==> config.mk <==
export PLATFORM = sky130hd
export DESIGN_NAME = apb_multi_slave_bridge_flat
export DESIGN_NICKNAME = d
export VERILOG_FILES = /design/src/rtl/apb_multi_slave_bridge_if.sv /design/src/rtl/apb_multi_slave_bridge.sv /design/src/flat_wrapper.sv
export SDC_FILE = /design/constraint.sdc
export NUM_CORES = 1
export LEC_CHECK = 0
export ABC_CLOCK_PERIOD_IN_PS = 2400
export CAP_MARGIN = 30
export CORE_AREA = 4 4 124 126
export DETAILED_ROUTE_END_ITERATION = 10
export DIE_AREA = 0 0 128 130
export GPL_TIMING_DRIVEN = 0
export PLACE_DENSITY = 0.81
export REMOVE_ABC_BUFFERS = 1
export SYNTH_ARGS = -nofsm -noshare
export SYNTH_HDL_FRONTEND = slang
export SYNTH_SLANG_ARGS = --single-unit
==> constraint.sdc <==
create_clock -name PCLK -period 2.4 [get_ports PCLK]
set_input_delay 0.48 -clock PCLK [delete_from_list [all_inputs] [get_ports PCLK]]
set_output_delay 0.48 -clock PCLK [all_outputs]
set_load 0.01 [all_outputs]
==> src/rtl/apb_multi_slave_bridge_if.sv <==
// APB bus bundle for the multi-slave bridge.
// The "slave" modport is the bridge's face towards the system APB master;
// the "master" modport is its face towards the shared peripheral bus.
interface apb_multi_slave_bridge_if #(
    parameter int NUM_SLAVES = 4
);
    // Master-side APB3 signals
    logic [31:0]             PADDR;
    logic                    PWRITE;
    logic                    PSEL;
    logic                    PENABLE;
    logic [31:0]             PWDATA;
    logic [31:0]             PRDATA;
    logic                    PREADY;
    logic                    PSLVERR;

    // Shared peripheral bus with per-slave select and response lanes
    logic [31:0]             S_PADDR;
    logic                    S_PWRITE;
    logic [31:0]             S_PWDATA;
    logic                    S_PENABLE;
    logic [NUM_SLAVES-1:0]   S_PSEL;
    logic [32*NUM_SLAVES-1:0] S_PRDATA;
    logic [NUM_SLAVES-1:0]   S_PREADY;
    logic [NUM_SLAVES-1:0]   S_PSLVERR;

    modport slave (
        input  PADDR, PWRITE, PSEL, PENABLE, PWDATA,
        output PRDATA, PREADY, PSLVERR
    );

    modport master (
        output S_PADDR, S_PWRITE, S_PWDATA, S_PENABLE, S_PSEL,
        input  S_PRDATA, S_PREADY, S_PSLVERR
    );
endinterface

==> src/rtl/apb_multi_slave_bridge.sv <==
// APB3 bridge: one master to NUM_SLAVES peripherals through a field decoder,
// with a default error slave, a per-transfer wait-state watchdog and a
// saturating error counter. Zero added latency: the setup phase is
// recognised in the cycle the master presents it.
module apb_multi_slave_bridge #(
    parameter int          NUM_SLAVES    = 4,
    parameter int          DEC_LSB       = 12,
    parameter int          DEC_BITS      = 3,
    parameter int          TIMEOUT       = 16,
    parameter logic [31:0] DEFAULT_RDATA = 32'h0000_00AF
) (
    input  logic                             PCLK,
    input  logic                             PRESET,
    apb_multi_slave_bridge_if.slave          up_bus,
    apb_multi_slave_bridge_if.master         dn_bus,
    output logic [15:0]                      ERR_CNT,
    output logic                             TIMEOUT_PULSE
);
    typedef enum logic [1:0] {ST_IDLE, ST_SETUP, ST_ACCESS} state_t;

    localparam logic        TMO_EN  = (TIMEOUT != 0);
    localparam logic [15:0] TMO_VAL = 16'(TIMEOUT);

    // state_q only ever holds IDLE or ACCESS; SETUP is the phase seen when a
    // fresh request appears while idle, so no cycle is lost to registering it.
    state_t                state_q, state_d, phase;
    logic [DEC_BITS-1:0]   idx_live, idx_q;
    logic                  hit_live, dflt_q;
    logic [15:0]           wait_cnt, err_cnt_q;
    logic                  pulse_q;
    logic                  lane_ready, lane_err;
    logic [31:0]           lane_rdata;
    logic                  in_access, timeout_hit;
    logic                  rdy, err;
    logic [31:0]           rdata;
    logic [NUM_SLAVES-1:0] sel;
    logic                  penable;

    assign idx_live = up_bus.PADDR[DEC_LSB +: DEC_BITS];
    assign hit_live = (32'(idx_live) < NUM_SLAVES);

    // Phase decode, slave lane mux, watchdog, response and next-state logic
    always_comb begin
        // NOTE: every output of this block gets a default first so no path
        // leaves a variable unassigned, which would infer a latch.
        phase      = state_q;
        state_d    = state_q;
        lane_ready = 1'b0;
        lane_err   = 1'b0;
        lane_rdata = '0;
        rdy        = 1'b0;
        err        = 1'b0;
        rdata      = '0;
        sel        = '0;
        penable    = 1'b0;

        if (state_q == ST_IDLE && up_bus.PSEL && !up_bus.PENABLE)
            phase = ST_SETUP;

        for (int i = 0; i < NUM_SLAVES; i++) begin
            if (idx_q == DEC_BITS'(i)) begin
                lane_ready = dn_bus.S_PREADY[i];
                lane_err   = dn_bus.S_PSLVERR[i];
                lane_rdata = dn_bus.S_PRDATA[32*i +: 32];
            end
        end

        in_access   = (phase == ST_ACCESS) && up_bus.PSEL;
        timeout_hit = in_access && !dflt_q && !lane_ready && TMO_EN &&
                      (wait_cnt == TMO_VAL);

        if (in_access) begin
            if (dflt_q) begin
                rdy   = 1'b1;
                err   = 1'b1;
                rdata = DEFAULT_RDATA;
            end else if (timeout_hit) begin
                rdy   = 1'b1;
                err   = 1'b1;
            end else begin
                rdy   = lane_ready;
                err   = lane_ready && lane_err;
                rdata = lane_rdata;
                penable = up_bus.PENABLE;
                for (int i = 0; i < NUM_SLAVES; i++)
                    sel[i] = (idx_q == DEC_BITS'(i));
            end
        end else if (phase != ST_ACCESS && up_bus.PSEL && hit_live) begin
            for (int i = 0; i < NUM_SLAVES; i++)
                sel[i] = (idx_live == DEC_BITS'(i));
        end

        case (phase)
            ST_SETUP:  state_d = ST_ACCESS;
            ST_ACCESS: if (!up_bus.PSEL || rdy) state_d = ST_IDLE;
            default:   state_d = ST_IDLE;
        endcase
    end

    // Everything the bridge drives is held at zero while reset is asserted
    assign up_bus.PREADY    = !PRESET && rdy;
    assign up_bus.PSLVERR   = !PRESET && err;
    assign up_bus.PRDATA    = PRESET ? '0 : rdata;
    assign dn_bus.S_PSEL    = PRESET ? '0 : sel;
    assign dn_bus.S_PENABLE = !PRESET && penable;
    assign dn_bus.S_PADDR   = PRESET ? '0 : up_bus.PADDR;
    assign dn_bus.S_PWRITE  = !PRESET && up_bus.PWRITE;
    assign dn_bus.S_PWDATA  = PRESET ? '0 : up_bus.PWDATA;
    assign ERR_CNT          = PRESET ? '0 : err_cnt_q;
    assign TIMEOUT_PULSE    = !PRESET && pulse_q;

    // State register, latched target slave and wait-state counter
    always_ff @(posedge PCLK) begin
        // NOTE: registers use non-blocking assignments so every flop samples
        // the values from before this edge, independent of statement order.
        if (PRESET) begin
            state_q  <= ST_IDLE;
            idx_q    <= '0;
            dflt_q   <= 1'b0;
            wait_cnt <= '0;
        end else begin
            state_q <= state_d;
            if (phase == ST_SETUP) begin
                idx_q    <= idx_live;
                dflt_q   <= !hit_live;
                wait_cnt <= '0;
            end else if (in_access && !dflt_q && !lane_ready) begin
                wait_cnt <= wait_cnt + 16'd1;
            end
        end
    end

    // Saturating error counter and one-cycle watchdog pulse
    always_ff @(posedge PCLK) begin
        if (PRESET) begin
            err_cnt_q <= '0;
            pulse_q   <= 1'b0;
        end else begin
            pulse_q <= timeout_hit;
            if (rdy && err && err_cnt_q != 16'hFFFF)
                err_cnt_q <= err_cnt_q + 16'd1;
        end
    end
endmodule
==> src/flat_wrapper.sv <==
// flat-port wrapper written by rule: the top's interface ports become plain ports
module apb_multi_slave_bridge_flat 
#(
    parameter int          NUM_SLAVES    = 4,
    parameter int          DEC_LSB       = 12,
    parameter int          DEC_BITS      = 3,
    parameter int          TIMEOUT       = 16,
    parameter logic [31:0] DEFAULT_RDATA = 32'h0000_00AF
)
  (PCLK, PRESET, ERR_CNT, TIMEOUT_PULSE, up_bus_PADDR, up_bus_PWRITE, up_bus_PSEL, up_bus_PENABLE, up_bus_PWDATA, up_bus_PRDATA, up_bus_PREADY, up_bus_PSLVERR, dn_bus_S_PADDR, dn_bus_S_PWRITE, dn_bus_S_PWDATA, dn_bus_S_PENABLE, dn_bus_S_PSEL, dn_bus_S_PRDATA, dn_bus_S_PREADY, dn_bus_S_PSLVERR);
  apb_multi_slave_bridge_if #(.NUM_SLAVES(NUM_SLAVES)) up_bus_i ();
  apb_multi_slave_bridge_if #(.NUM_SLAVES(NUM_SLAVES)) dn_bus_i ();
  input  logic PCLK;
  input  logic PRESET;
  output logic [15:0] ERR_CNT;
  output logic TIMEOUT_PULSE;
  input wire logic [$bits(up_bus_i.PADDR)-1:0] up_bus_PADDR;
  input wire logic [$bits(up_bus_i.PWRITE)-1:0] up_bus_PWRITE;
  input wire logic [$bits(up_bus_i.PSEL)-1:0] up_bus_PSEL;
  input wire logic [$bits(up_bus_i.PENABLE)-1:0] up_bus_PENABLE;
  input wire logic [$bits(up_bus_i.PWDATA)-1:0] up_bus_PWDATA;
  output wire logic [$bits(up_bus_i.PRDATA)-1:0] up_bus_PRDATA;
  output wire logic [$bits(up_bus_i.PREADY)-1:0] up_bus_PREADY;
  output wire logic [$bits(up_bus_i.PSLVERR)-1:0] up_bus_PSLVERR;
  output wire logic [$bits(dn_bus_i.S_PADDR)-1:0] dn_bus_S_PADDR;
  output wire logic [$bits(dn_bus_i.S_PWRITE)-1:0] dn_bus_S_PWRITE;
  output wire logic [$bits(dn_bus_i.S_PWDATA)-1:0] dn_bus_S_PWDATA;
  output wire logic [$bits(dn_bus_i.S_PENABLE)-1:0] dn_bus_S_PENABLE;
  output wire logic [$bits(dn_bus_i.S_PSEL)-1:0] dn_bus_S_PSEL;
  input wire logic [$bits(dn_bus_i.S_PRDATA)-1:0] dn_bus_S_PRDATA;
  input wire logic [$bits(dn_bus_i.S_PREADY)-1:0] dn_bus_S_PREADY;
  input wire logic [$bits(dn_bus_i.S_PSLVERR)-1:0] dn_bus_S_PSLVERR;
  assign up_bus_i.PADDR = up_bus_PADDR;
  assign up_bus_i.PWRITE = up_bus_PWRITE;
  assign up_bus_i.PSEL = up_bus_PSEL;
  assign up_bus_i.PENABLE = up_bus_PENABLE;
  assign up_bus_i.PWDATA = up_bus_PWDATA;
  assign up_bus_PRDATA = up_bus_i.PRDATA;
  assign up_bus_PREADY = up_bus_i.PREADY;
  assign up_bus_PSLVERR = up_bus_i.PSLVERR;
  assign dn_bus_S_PADDR = dn_bus_i.S_PADDR;
  assign dn_bus_S_PWRITE = dn_bus_i.S_PWRITE;
  assign dn_bus_S_PWDATA = dn_bus_i.S_PWDATA;
  assign dn_bus_S_PENABLE = dn_bus_i.S_PENABLE;
  assign dn_bus_S_PSEL = dn_bus_i.S_PSEL;
  assign dn_bus_i.S_PRDATA = dn_bus_S_PRDATA;
  assign dn_bus_i.S_PREADY = dn_bus_S_PREADY;
  assign dn_bus_i.S_PSLVERR = dn_bus_S_PSLVERR;
  apb_multi_slave_bridge #(.NUM_SLAVES(NUM_SLAVES), .DEC_LSB(DEC_LSB), .DEC_BITS(DEC_BITS), .TIMEOUT(TIMEOUT), .DEFAULT_RDATA(DEFAULT_RDATA)) u_core (.PCLK(PCLK), .PRESET(PRESET), .up_bus(up_bus_i), .dn_bus(dn_bus_i), .ERR_CNT(ERR_CNT), .TIMEOUT_PULSE(TIMEOUT_PULSE));
endmodule
# Word-level counts from Yosys, hierarchy flattened
# Index checks and enable logic that the tools add are counted.
# classes
addsub	2
magnitude_cmp	1
eq_ne	12
n_mux	36
n_reduce_logical	27
# ops
cell	count
$mux W32	10
$add A16 B1 Y16 const B	2
$mux W4	5
$mux W1	17
$eq A16 B5 Y1 const B	1
$logic_and A1 B1 Y1	16
$mux W16	1
$ne A16 B16 Y1 const B	1
$eq A3 B2 Y1 const B	4
$eq A3 B1 Y1 const B	2
$logic_not A1 Y1	6
$logic_not A3 Y1	2
$mux W2	2
$ne A2 B2 Y1 const B	2
$pmux W2 S2	1
$lt A3 B3 Y1 const B	1
$eq A2 B1 Y1 const B	1
$eq A2 B2 Y1 const B	1
$logic_not A2 Y1	1
$reduce_or A2 Y1	1
$logic_or A1 B1 Y1	1
# totals
regBits	39
in_bits	205
out_inout_bits	121
wordCells	84

# Longest topological paths before layout
# Gate-level depths: netlist of run 1.
# depth
word_depth	15
ltp_mapped	9
mapped_depth_nobuf	7

# Worst setup path after synthesis of run 1
# No wires, ideal clock.
# synth_timing
path_kind	register -> output
from	register u_core.idx_q[1]
to	output up_bus_PRDATA[12]
arrival_time_ps	1955
t_required_ps	1920
slack_ps	-35
stages_incl_launch_ff	7
n_path_buf	4
path_cell_list	dfxtp_1 buf_1 clkbuf_1 buf_1 clkbuf_1 a211oi_1 nor3_1
# synth_between
elab_chain_len	12
word_cells_on_any_way	19
cone_classes	eq/ne (3); mux (12); reduce/logical (4)
# synth_rtl
element	line	rtl
start: declaration	apb_multi_slave_bridge.sv:27	logic [DEC_BITS-1:0] idx_live, idx_q;
start signal: assignment	apb_multi_slave_bridge.sv:124	idx_q <= idx_live;
$logic_not A3 Y1	apb_multi_slave_bridge.sv:61	if (idx_q == DEC_BITS'(i)) begin
$mux W1 (4 in a row)	apb_multi_slave_bridge.sv:61	
$logic_not A1 Y1	apb_multi_slave_bridge.sv:69	timeout_hit = in_access && !dflt_q && !lane_ready && TMO_EN &&
$logic_and A1 B1 Y1 (2 in a row)	apb_multi_slave_bridge.sv:69	
$mux W32 *	apb_multi_slave_bridge.sv:77	end else if (timeout_hit) begin
$mux W32 *	apb_multi_slave_bridge.sv:73	if (dflt_q) begin
$mux W32 *	apb_multi_slave_bridge.sv:72	if (in_access) begin
$mux W32 *	apb_multi_slave_bridge.sv:103	assign up_bus.PRDATA = PRESET ? '0 : rdata;
end: declaration	flat_wrapper.sv:22	output wire logic [$bits(up_bus_i.PRDATA)-1:0] up_bus_PRDATA;
# Every way passes the cells marked *; elsewhere a longest branch is shown, timed or not.

# Worst setup path after layout of run 1
# layout_timing
from	input up_bus_PSEL
to	output up_bus_PRDATA[20]
# layout_between
elab_chain_len	12
# layout_rtl
element	line	rtl
start: declaration	flat_wrapper.sv:19	input wire logic [$bits(up_bus_i.PSEL)-1:0] up_bus_PSEL;
$logic_and A1 B1 Y1 (2 in a row)	apb_multi_slave_bridge.sv:57	if (state_q == ST_IDLE && up_bus.PSEL && !up_bus.PENABLE)
$mux W2	apb_multi_slave_bridge.sv:57	
$eq A2 B2 Y1	apb_multi_slave_bridge.sv:68	in_access = (phase == ST_ACCESS) && up_bus.PSEL;
$logic_and A1 B1 Y1 *	apb_multi_slave_bridge.sv:68	
$logic_and A1 B1 Y1 (3 in a row)	apb_multi_slave_bridge.sv:69	
$mux W32	apb_multi_slave_bridge.sv:77	
$mux W32	apb_multi_slave_bridge.sv:73	
$mux W32 *	apb_multi_slave_bridge.sv:72	
$mux W32 *	apb_multi_slave_bridge.sv:103	
# Marks and branches as above.

==> results of run 1 <==
==> report_power, final <==
part	switching, mW	internal (mW)
Combinational	0.461	0.621
Sequential	0.0231	0.622
Clock	0.267	0.492
Total	0.752	1.73
==> final timing paths <==
| kind | endpoint | slack [ns] | cells past startpoint |
|---|---|---|---|
| setup / recovery | up_bus_PRDATA[20] | -0.22 | 8 |
| hold / removal | u_core.err_cnt_q[15]$_SDFFE_PP0P_ | 0.51 | 2 |
| setup reg to reg | u_core.err_cnt_q[10]$_SDFFE_PP0P_ | -0.10 | 8 |
| hold reg to reg | u_core.err_cnt_q[15]$_SDFFE_PP0P_ | 0.51 | 2 |
==> layout make-up <==
cell class | count | area [um^2] | share of cell area, %
Timing Repair Buffer | 363 | 3675 | 46.64
Multi-Input combinational cell | 398 | 3017 | 38.29
Sequential cell | 37 | 752.0 | 9.544
Clock buffer | 5 | 125.1 | 1.588
Inverter | 9 | 33.78 | 0.4288
Clock inverter | 3 | 46.29 | 0.5876
Tap cell | 184 | 230.2 | 2.922
==> state kept, by name, indices dropped and copies added, names as in the netlist <==
register          cells
u_core.state_q        1
u_core.wait_cnt      16
u_core.pulse_q        1
u_core.err_cnt_q     16
u_core.dflt_q         1
u_core.idx_q          2
==> cells in the final DEF (no fill, tap or decap), types with 4 or more instances in the layout <==
| master | netlist | routed |
|---|---|---|
| buf_6 | 0 | 21 |
| inv_1 | 9 | 7 |
| nand2_1 | 11 | 9 |
| o22ai_1 | 32 | 32 |
| buf_2 | 5 | 26 |
| nor2b_1 | 106 | 104 |
| nand4_1 | 13 | 13 |
| a21oi_2 | 0 | 7 |
| a211oi_1 | 26 | 25 |
| nand4b_1 | 4 | 4 |
| buf_4 | 0 | 16 |
| clkdlybuf4s50_1 | 0 | 278 |
| xor2_1 | 12 | 12 |
| clkdlybuf4s15_1 | 0 | 4 |
| and3_1 | 4 | 4 |
| nor2_1 | 61 | 59 |
| buf_12 | 0 | 5 |
| mux2_2 | 18 | 18 |
| nand3_1 | 8 | 8 |
| nor3_4 | 1 | 17 |
| a21oi_1 | 15 | 5 |
| clkbuf_16 | 0 | 6 |
| buf_16 | 0 | 6 |
| nor3_2 | 0 | 15 |
| dfxtp_1 | 37 | 32 |
| nor4_2 | 3 | 5 |
==> per-layer routing <==
metal	part of all wire (%)	vias up
li1	-	2386
met1	39	2326
met2	52	227
met3	6.8	32
met4	2.6	0
met5	0	-
==> cells by family after synthesis <==
group	after synthesis	share of synthesized area (%)
XOR/XNOR	15	3.792
buffers and inverters	49	5.489
AO/OA/AOI/OAI	82	15.42
AND/OR/NAND/NOR	277	45.68
flip-flops	37	21.38
multiplexers	21	7.150
adder cells (fa/ha/maj)	3	1.084
==> worst reg2reg max path: cells and delay by family, from the launching register on <==
kind	cells	cell delay (ns)
buffers and inverters	3	0.54
muxes	2	0.89
and+or+nand+nor	2	0.51
DFF	1	0.36
AOI/OAI and AO/OA	1	0.09
==> through the flow <==
step / hold slack (ns) / setup TNS, ns / cells / instance area (um^2) / power, mW
6_report: 0.5130 / -6.943 / 999 / 7879 / 2.486
5_1_grt: 0.5761 / -10.54 / 999 / 7879 / 2.597
4_1_cts: 0.5162 / -10.37 / 995 / 7620 / 2.435
3_5_place_dp: 0.5080 / -64.07 / 959 / 6918 / 1.561
3_3_place_gp: 0.4907 / -396.40 / 953 / 6792 / 1.533
2_1_floorplan: 0.4608 / -68.60 / 444 / 3308 / 0.9577
==> repair_timing <==
item                       4_1_cts  5_1_grt
cloned                           3        1
buffers inserted                26        5
pin swaps                       35       11
setup endpoints to repair       72       57
resized for setup              275       43
==> summary.txt, run 1 <==
Die
  • Core area: 0.01431 mm^2
  • Chip width: around 130 um
  • Die footprint: 0.01664 mm^2
  • I/O Pins: 326
  • Num rows: 44
  • Starting Density: 24.20%
  • Die Y: 130 um

Clock network
  • CTS tree: yes
  • Max clock buf depth: 2
  • Clock sinks: 37
  • Num CTS Buffers: 5
  • Later-pin clock latency in the skew report: 0.28 ns
  • Reg clk slew, reported paths: 0.06 ns
  • CTS Hold Bufs: 0
  • Clk root buf: clkbuf_16
  • H-Tree Depth: 2

Route
  • DR pass1 iterations: 5
  • Vias/cell: 4.976
  • Drt total wl: 20.00 mm
  • DRC Markers: 0
  • Routed len/inst: 20.02 um
  • Drt first-iter violations: 194
  • Vias: 4971
  • Antenna viol nets, final: 0

Logic synthesis
  • Register area share after synthesis: 21.38%
  • Register bit count reported by yosys: 37
  • Yosys Warn Count: 0
  • Commonest cells in the netlist: nor2b_1, nor2_1, dfxtp_1
  • Syn Std Cell Area: 0.003465 mm^2
  • Area share of the largest cell type after synthesis: 21.38%
  • Cell with the most instances after synthesis: nor2b_1
  • Asr flop ratio synth: 0%
  • Syn avg cell area: 7.158 um^2
  • Netlist cell types: 42
  • Area leader, netlist: dfxtp_1
  • EDFF count, synth: 0
  • Gate count of the mapped netlist: 484
  • Synth Flop Type: dfxtp_1
  • Synth area leaders: dfxtp_1, nor2b_1, nor2_1

Setup path
  • R2R Path Start: u_core.idx_q[0]$_SDFFE_PP0P_
  • Buf/Inv on CP: 4
  • Setup crit end kind: primary output
  • Most frequent CP cell: nand2b_4
  • CP Cell Sequence: clkdlybuf4s15_1, and2_2, nand2b_4, nand2b_4, buf_12, buf_16, nor3_4, buf_6
  • Max incr delay on CP: around 0.38 ns
  • Critical Path Start Type: input pin
  • CP max-delay cell: clkdlybuf4s15_1
  • Crit Path Max Fanout: 9
  • Required time worst endpoint: approximately 1.9 ns
  • Top delay family on crit path: buffers and inverters
  • Crit path launch: up_bus_PSEL
  • Critical path class: input pin to primary output
  • Data arrival time of the worst path: 2.14 ns

Global route
  • GR peak layer: met2
  • Pin count of the biggest net entering global routing: 68
  • First-pass GRT wire length: ~28 mm
  • GRT overflow: 0
  • Met2 usage in global routing: 37.46%
  • Met1 Use GR: 25.95%
  • Antenna violations before repair: 0
  • Vias in the first global route: 4854
  • GRT Util Overall: about a fifth
  • M3 GR Usage: 3.889%

STA
  • Slew Limit Fails: 0
  • RSZ-0062 raised after global routing: true
  • Fmax: approximately 380 MHz
  • Worst setup margin: -0.2206 ns
  • Post-layout min period: 2.621 ns
  • Endpoints failing hold: 0
  • Slew @ Worst Pin: roughly 0.72 ns
  • Post-route clock period utilization: 109.2%
  • Final count of negative-setup-slack endpoints: 43
  • Slew HR: about half
  • Clock skew: 0.006003 ns

Layout
  • Fillers: 1233
  • Antenna diode count: 0
  • Share of post-route cells with drive strength above 1: 22.21%
  • Nets: 1022
  • Area Growth Syn to Fin: 127.4%
  • Final core occ: ~55%

Power
  • Static Leak: 2.932 nW
  • Power per cell area: roughly 320 mW/mm^2
  • Peak supply drop: 0.0004071 V

Worst hold path
  • Class of the worst hold path: register to register
  • Hold_sp: u_core.err_cnt_q[15]$_SDFFE_PP0P_

Outcome
  • Failing checks: negative setup slack
  • Status: finished, violations left

Placed design
  • Port bufs: 325
  • Place WS: -1.518 ns
  • GPL Wtd Cong: 0.8238
  • DP HPWL: roughly 14 mm

Flow run
  • Max cap viols: 0
No activity file was read; power rests on OpenSTA's default activity.
==> inputs of run 2 (changes only) <==
- CTS_CLUSTER_SIZE: default -> 16
- SETUP_SLACK_MARGIN: default -> 0.15
==> run 2 against run 1 <==
Compared with the run above: the run still ends with negative setup slack left; cell count rose by 1.2%; clock skew rose by 0.0016 ns; worst hold slack improved by 0.0033 ns; routed wire length rose by 2.6%; highest routed layer unchanged.
==> summary.txt, run 2 (synthesized netlist as in run 1, its figures left out) <==
Clock network
  • Num CTS Buffers: 5
  • H-Tree Depth: 2
  • Clock sinks: 37
  • Clk root buf: clkbuf_16
  • Later-pin clock latency in the skew report: 0.28 ns
  • CTS tree: yes
  • CTS Hold Bufs: 0
  • Reg clk slew, reported paths: about 0.060 ns
  • Max clock buf depth: 2

STA
  • Slew HR: 48.16%
  • Post-route clock period utilization: 110.9%
  • Hold WS: 0.5163 ns
  • Worst setup margin: -0.2628 ns
  • Final count of negative-setup-slack endpoints: 49
  • Fmax: 375.6 MHz
  • RSZ-0062 raised after global routing: true
  • Sum of negative setup slack: -8.455 ns
  • Post-layout min period: 2.663 ns
  • Endpoints failing hold: 0
  • Clock skew: approximately 0.0076 ns
  • Slew @ Worst Pin: 0.7712 ns
  • Slew Limit Fails: 0

Setup path
  • Crit Path Max Fanout: 3
  • CP Cell Sequence: mux4_2, nor3_4, a21oi_4, buf_6, buf_6, a31oi_4, nor3b_1, buf_2
  • Data arrival time of the worst path: 2.18 ns
  • CP max-delay cell: mux4_2
  • Critical Path Start Type: register
  • Required time worst endpoint: 1.92 ns
  • Critical path class: register to primary output
  • Most frequent CP cell: buf_6
  • Register-to-register setup slack: -0.16 ns
  • Setup crit end kind: primary output
  • Max incr delay on CP: 0.54 ns

Flow run
  • Max cap viols: 0

Die
  • Num rows: 44
  • Die Y: approximately 130 um
  • Die footprint: around 0.017 mm^2
  • Core area: roughly 0.014 mm^2
  • Chip width: 128 um
  • I/O Pins: around 330
  • Starting Density: 24.20%

Route
  • Vias/cell: 4.997
  • DRC Markers: 0
  • DR pass1 iterations: 4
  • Drt total wl: around 21 mm
  • Antenna viol nets, final: 0
  • Drt first-iter violations: between 200 and 250
  • Vias: around 5000
  • Routed len/inst: 20.30 um

Outcome
  • Failing checks: negative setup slack
  • Status: finished, violations left

Layout
  • Regs by FF count: u_core.err_cnt_q: 16 flops, u_core.wait_cnt: 16 flops, u_core.idx_q: 2 flops
  • Most frequent cells in the layout: clkdlybuf4s50_1, nor2b_1, nor2_1
  • Antenna diode count: 0
  • Commonest non-fill, non-tap cell in the layout: clkdlybuf4s50_1
  • Nets: 1034
  • Area Growth Syn to Fin: 133.8%
  • Final Non-Filler Cells: 1011
  • Share of post-route cells with drive strength above 1: between 20% and 30%
  • Post-route cell area: 0.008099 mm^2

Worst hold path
  • Class of the worst hold path: register to register

Placed design
  • Cells after DPL: ~960
  • GPL Wtd Cong: approximately 0.82
  • Port bufs: 325
  • DP HPWL: 13.94 mm
  • Placed cell area: 0.006918 mm^2

Power
  • Switch Pwr: 0.7912 mW
  • Clock Power Share: 30.0%
  • Sequential share of power: between 20% and 30%
  • Peak supply drop: 0.0003938 V
  • Combinational share of power: 44.8%
  • Internal Dissipation: 1.762 mW
  • Static Leak: between 3 and 4 nW
  • Power per cell area: 315.2 mW/mm^2
  • Sw Share: 30.99%

Global route
  • GRT Util Overall: 20.96%
  • Antenna violations before repair: 0
  • Pin count of the biggest net entering global routing: 68
  • First-pass GRT wire length: 27.59 mm
  • GRT overflow: 0
  • Vias in the first global route: ~4900
run 2: cell types whose count changed in the layout (fill, tap and decap cells not counted), moves of 3 or more:
cell / before / now
clkdlybuf4s50_1: 278 / 275
nor4_4: 0 / 3
dlygate4sd2_1: 0 / 4
nor4_2: 5 / 2
buf_6: 21 / 24
buf_4: 16 / 25
nor3_2: 15 / 11
nor2b_2: 1 / 5
nor3_4: 17 / 23
nor2b_1: 104 / 100
mux2_4: 0 / 5
mux2_2: 18 / 15
run 2: worst paths after layout:
check | start | end | depth (start not counted)
max | u_core.idx_q[0]$_SDFFE_PP0P_ | dn_bus_S_PSEL[1] | 8
min | u_core.err_cnt_q[15]$_SDFFE_PP0P_ | u_core.err_cnt_q[15]$_SDFFE_PP0P_ | 2
max reg2reg | u_core.idx_q[0]$_SDFFE_PP0P_ | u_core.err_cnt_q[14]$_SDFFE_PP0P_ | 10
min reg2reg | u_core.err_cnt_q[15]$_SDFFE_PP0P_ | u_core.err_cnt_q[15]$_SDFFE_PP0P_ | 2
run 2: final cells by class:
cell class | instances | area [um^2]
repair buffers | 375 | 3764
clock buffers | 5 | 125.1
clock inverters | 3 | 46.29
multi-input cells | 398 | 3147
flip-flops and latches | 37 | 753.2
inverters | 9 | 33.78
fillers | 1221 | 6215
well taps | 184 | 230.2
run 2: worst max-delay path, delay by kind of cell, from the launching register on:
| family | cells | cell delay (ns) |
|---|---|---|
| compound gates | 2 | 0.30 |
| buf+inv | 3 | 0.43 |
| flops | 1 | 0.36 |
| mux | 1 | 0.54 |
| simple gates | 2 | 0.27 |
run 2: metrics by stage:
stage	setup slack (ns)	total power [mW]	utilization [%]
2_1_floorplan	-1.449	0.9577	-
3_3_place_gp	-3.888	1.533	47.45
6_report	-0.2628	2.553	56.58
5_1_grt	-0.3121	2.652	56.58
4_1_cts	-0.3147	2.438	53.25
3_5_place_dp	-1.518	1.561	48.33
run 2: repair_timing:
item / in CTS / in global routing
gates cloned: 3 / 2
setup buffers: 26 / 13
setup endpoints to repair: 81 / 70
pin swaps: 34 / 20
resized for setup: 280 / 71
run 2: power groups by stage:
stage                     clock (mW)  sequential [mW]  combinational [mW]
final                          0.765            0.645                1.14
after global routing           0.804            0.646                1.20
after CTS                      0.772            0.647                1.02
after detailed placement           0            0.685               0.876
after global placement             0            0.700               0.832
after floorplan                    0            0.676               0.282
run 2: layer usage:
metal,wire (um),vias to the layer above,part of all wire (%),track usage [%]
met1,8075,2413,39,26.02
met2,10730,206,52,37.43
met5,0,-,0,0
met3,1271,26,6.2,3.766
li1,-,2407,-,-
met4,440,0,2.1,5.493
==> inputs of run 3 (changes only) <==
- ABC_CLOCK_PERIOD_IN_PS: 2400 -> 2800
- PLACE_DENSITY: 0.81 -> 0.79
- clock period: 2.4 -> 2.8 ns (I/O delays scaled with it)
==> run 3 against run 2 <==
Compared with the run above: the run now ends clean; global-route usage grew 0.097 points; sequential power is 15% lower; worst hold slack better by 0.0035 ns; critical path type unchanged.
==> summary.txt, run 3 (synthesized netlist as in run 1, its figures left out) <==
Die
  • Die footprint: 0.01664 mm^2
  • Die Y: 130 um
  • Starting Density: 24.20%
  • Num rows: between 40 and 50
  • Core area: 0.01431 mm^2
  • I/O Pins: 326
  • Chip width: 128 um

Setup path
  • Top delay family on crit path: multiplexers
  • Data arrival time of the worst path: 2.20 ns
  • Setup crit end kind: primary output
  • Critical path class: register to primary output
  • R2R Path Start: u_core.idx_q[0]$_SDFFE_PP0P_
  • Buf/Inv on CP: 4
  • Critical Path Start Type: register
  • Crit Path Max Fanout: 5
  • CP Cell Sequence: mux4_2, nor3_4, a21oi_4, nand2b_4, buf_12, buf_12, buf_8, nor3_4, buf_2
  • Max incr delay on CP: 0.55 ns
  • CP max-delay cell: mux4_2
  • Register-to-register setup slack: 0.23 ns
  • R2r endpoint: u_core.err_cnt_q[7]$_SDFFE_PP0P_
  • Required time worst endpoint: 2.24 ns
  • R2R depth: 10

Global route
  • Vias in the first global route: approximately 4800
  • GRT overflow: 0
  • Antenna violations before repair: 0
  • Pin count of the biggest net entering global routing: 38
  • First-pass GRT wire length: around 27 mm
  • GRT Util Overall: 21.06%

Clock network
  • CTS tree: yes
  • Later-pin clock latency in the skew report: 0.28 ns
  • CTS Hold Bufs: 0
  • Max clock buf depth: 2
  • Clock sinks: 37
  • Clk root buf: clkbuf_16
  • Num CTS Buffers: 5
  • H-Tree Depth: 2
  • Reg clk slew, reported paths: 0.06 ns

Placed design
  • GPL Wtd Cong: 0.8371
  • Place WS: -1.254 ns
  • Cells after DPL: 958
  • Port bufs: between 300 and 400
  • DP HPWL: 13.80 mm

Layout
  • Most frequent cells in the layout: clkdlybuf4s50_1, nor2b_1, nor2_1
  • Share of post-route cells with drive strength above 1: 21.12%
  • Commonest non-fill, non-tap cell in the layout: clkdlybuf4s50_1
  • Multi-input gate area: 0.002908 mm^2
  • Antenna diode count: 0
  • Nets: 1026
  • Regs by FF count: u_core.err_cnt_q: 16 flops, u_core.wait_cnt: 16 flops, u_core.idx_q: 2 flops
  • Area Growth Syn to Fin: 123.9%
  • Fillers: ~1300
  • FF/Latch Area: around 750 um^2
  • Final Non-Filler Cells: about 1000

Route
  • Drt first-iter violations: 340
  • Routed len/inst: 19.74 um
  • DR pass1 iterations: 6
  • Vias/cell: 4.921
  • Antenna viol nets, final: 0
  • DRC Markers: 0
  • Vias: between 4000 and 5000
  • Drt total wl: 19.80 mm

STA
  • Clock skew: 0.006465 ns
  • Post-layout min period: around 2.8 ns
  • RSZ-0062 raised after global routing: true
  • Slew HR: 47.76%
  • Endpoints failing hold: 0
  • Final count of negative-setup-slack endpoints: 0
  • Slew @ Worst Pin: ~0.78 ns
  • Fmax: 362.2 MHz
  • Hold WS: 0.5198 ns
  • Post-route clock period utilization: 98.61%
  • Slew Limit Fails: 0
  • Worst setup margin: 0.03903 ns

Power
  • Static Leak: 2.956 nW
  • Peak supply drop: 0.0002364 V
  • Power per cell area: 277.3 mW/mm^2

Outcome
  • Status: complete, no violations

Worst hold path
  • Class of the worst hold path: register to register
  • Cell depth of the worst hold path: 2
  • Hold_sp: u_core.err_cnt_q[15]$_SDFFE_PP0P_
  • Worst Hold Path EP: u_core.err_cnt_q[15]$_SDFFE_PP0P_

Flow run
  • Max cap viols: 0
-- run 3: changes by cell type in the layout (fill, tap and decap cells not counted), sizes merged --
cell           before  now
buf                89   81
clkdlybuf4s50     275  280
dlygate4sd2         4    0
clkdlybuf4s15       3    0
bufbuf              0    2
clkbuf              8   10
clkinv              1    0
dlymetal6s2s        1    0
-- run 3: where the power goes --
| group | leakage (nW) | switching (mW) | internal (mW) |
|---|---|---|---|
| combinational | 2.57 | 0.381 | 0.541 |
| clock | 0.0831 | 0.234 | 0.445 |
| sequential | 0.302 | 0.0179 | 0.533 |
| total | 2.96 | 0.633 | 1.52 |
-- run 3: layer usage --
metal  global-route usage (%)  share of wire (%)  vias to the layer above  wire length [um]
met3                    3.971                6.6                       35              1299
met2                    37.43                 50                      214              9979
met4                    5.743                2.8                        0               546
li1                         -                  -                     2399                 -
met1                    26.08                 40                     2288              7978
met5                        0                  0                        -                 0
-- run 3: timing repair --
action                     4_1_cts  5_1_grt
setup buffers                   32        0
pin swaps                       15       19
setup endpoints to repair       67       44
cloned                           5        0
resized for setup              244       40
-- run 3: area by class of cell --
| type | count | area share [%] |
|---|---|---|
| inverters | 9 | 0.4354 |
| well taps | 184 | 2.967 |
| flip-flops and latches | 37 | 9.724 |
| repair buffers | 367 | 47.12 |
| clock inverters | 2 | 0.4838 |
| clock buffers | 6 | 1.790 |
| multi-input cells | 398 | 37.48 |
-- run 3: worst max-delay path by stage --
stage / startpoint / endpoint / slack [ns] / cells past startpoint
after floorplan: u_core.idx_q[1]$_SDFFE_PP0P_ / up_bus_PSLVERR / -1.13 / 4
after global placement: PRESET / up_bus_PRDATA[23] / -3.78 / 5
after detailed placement: up_bus_PSEL / up_bus_PRDATA[23] / -1.25 / 8
after CTS: u_core.idx_q[0]$_SDFFE_PP0P_ / up_bus_PRDATA[26] / -0.01 / 9
after global routing: u_core.idx_q[0]$_SDFFE_PP0P_ / up_bus_PRDATA[6] / -0.02 / 9
final: u_core.idx_q[0]$_SDFFE_PP0P_ / up_bus_PRDATA[25] / 0.04 / 9
-- run 3: stage by stage --
| step | power, mW | TNS [ns] | util (%) | instance area, um^2 |
|---|---|---|---|---|
| floorplan | 0.8209 | -44.92 | - | 3308 |
| finish | 2.151 | 0 | 54.20 | 7759 |
| global route | 2.235 | -0.06044 | 54.20 | 7759 |
| CTS | 2.131 | -0.04274 | 53.10 | 7601 |
| detailed placement | 1.331 | -43.71 | 48.16 | 6893 |
| global placement | 1.313 | -362.94 | 47.45 | 6792 |
-- run 3: worst reg2reg max path: stages (launching register included) --
cell and delay (ns):
dfxtp_4 0.37, mux4_2 0.55, nor3_4 0.19, buf_4 0.16
buf_6 0.09, buf_6 0.09, a211oi_4 0.07, buf_12 0.14
buf_6 0.15, nor4_4 0.29, mux2_2 0.35
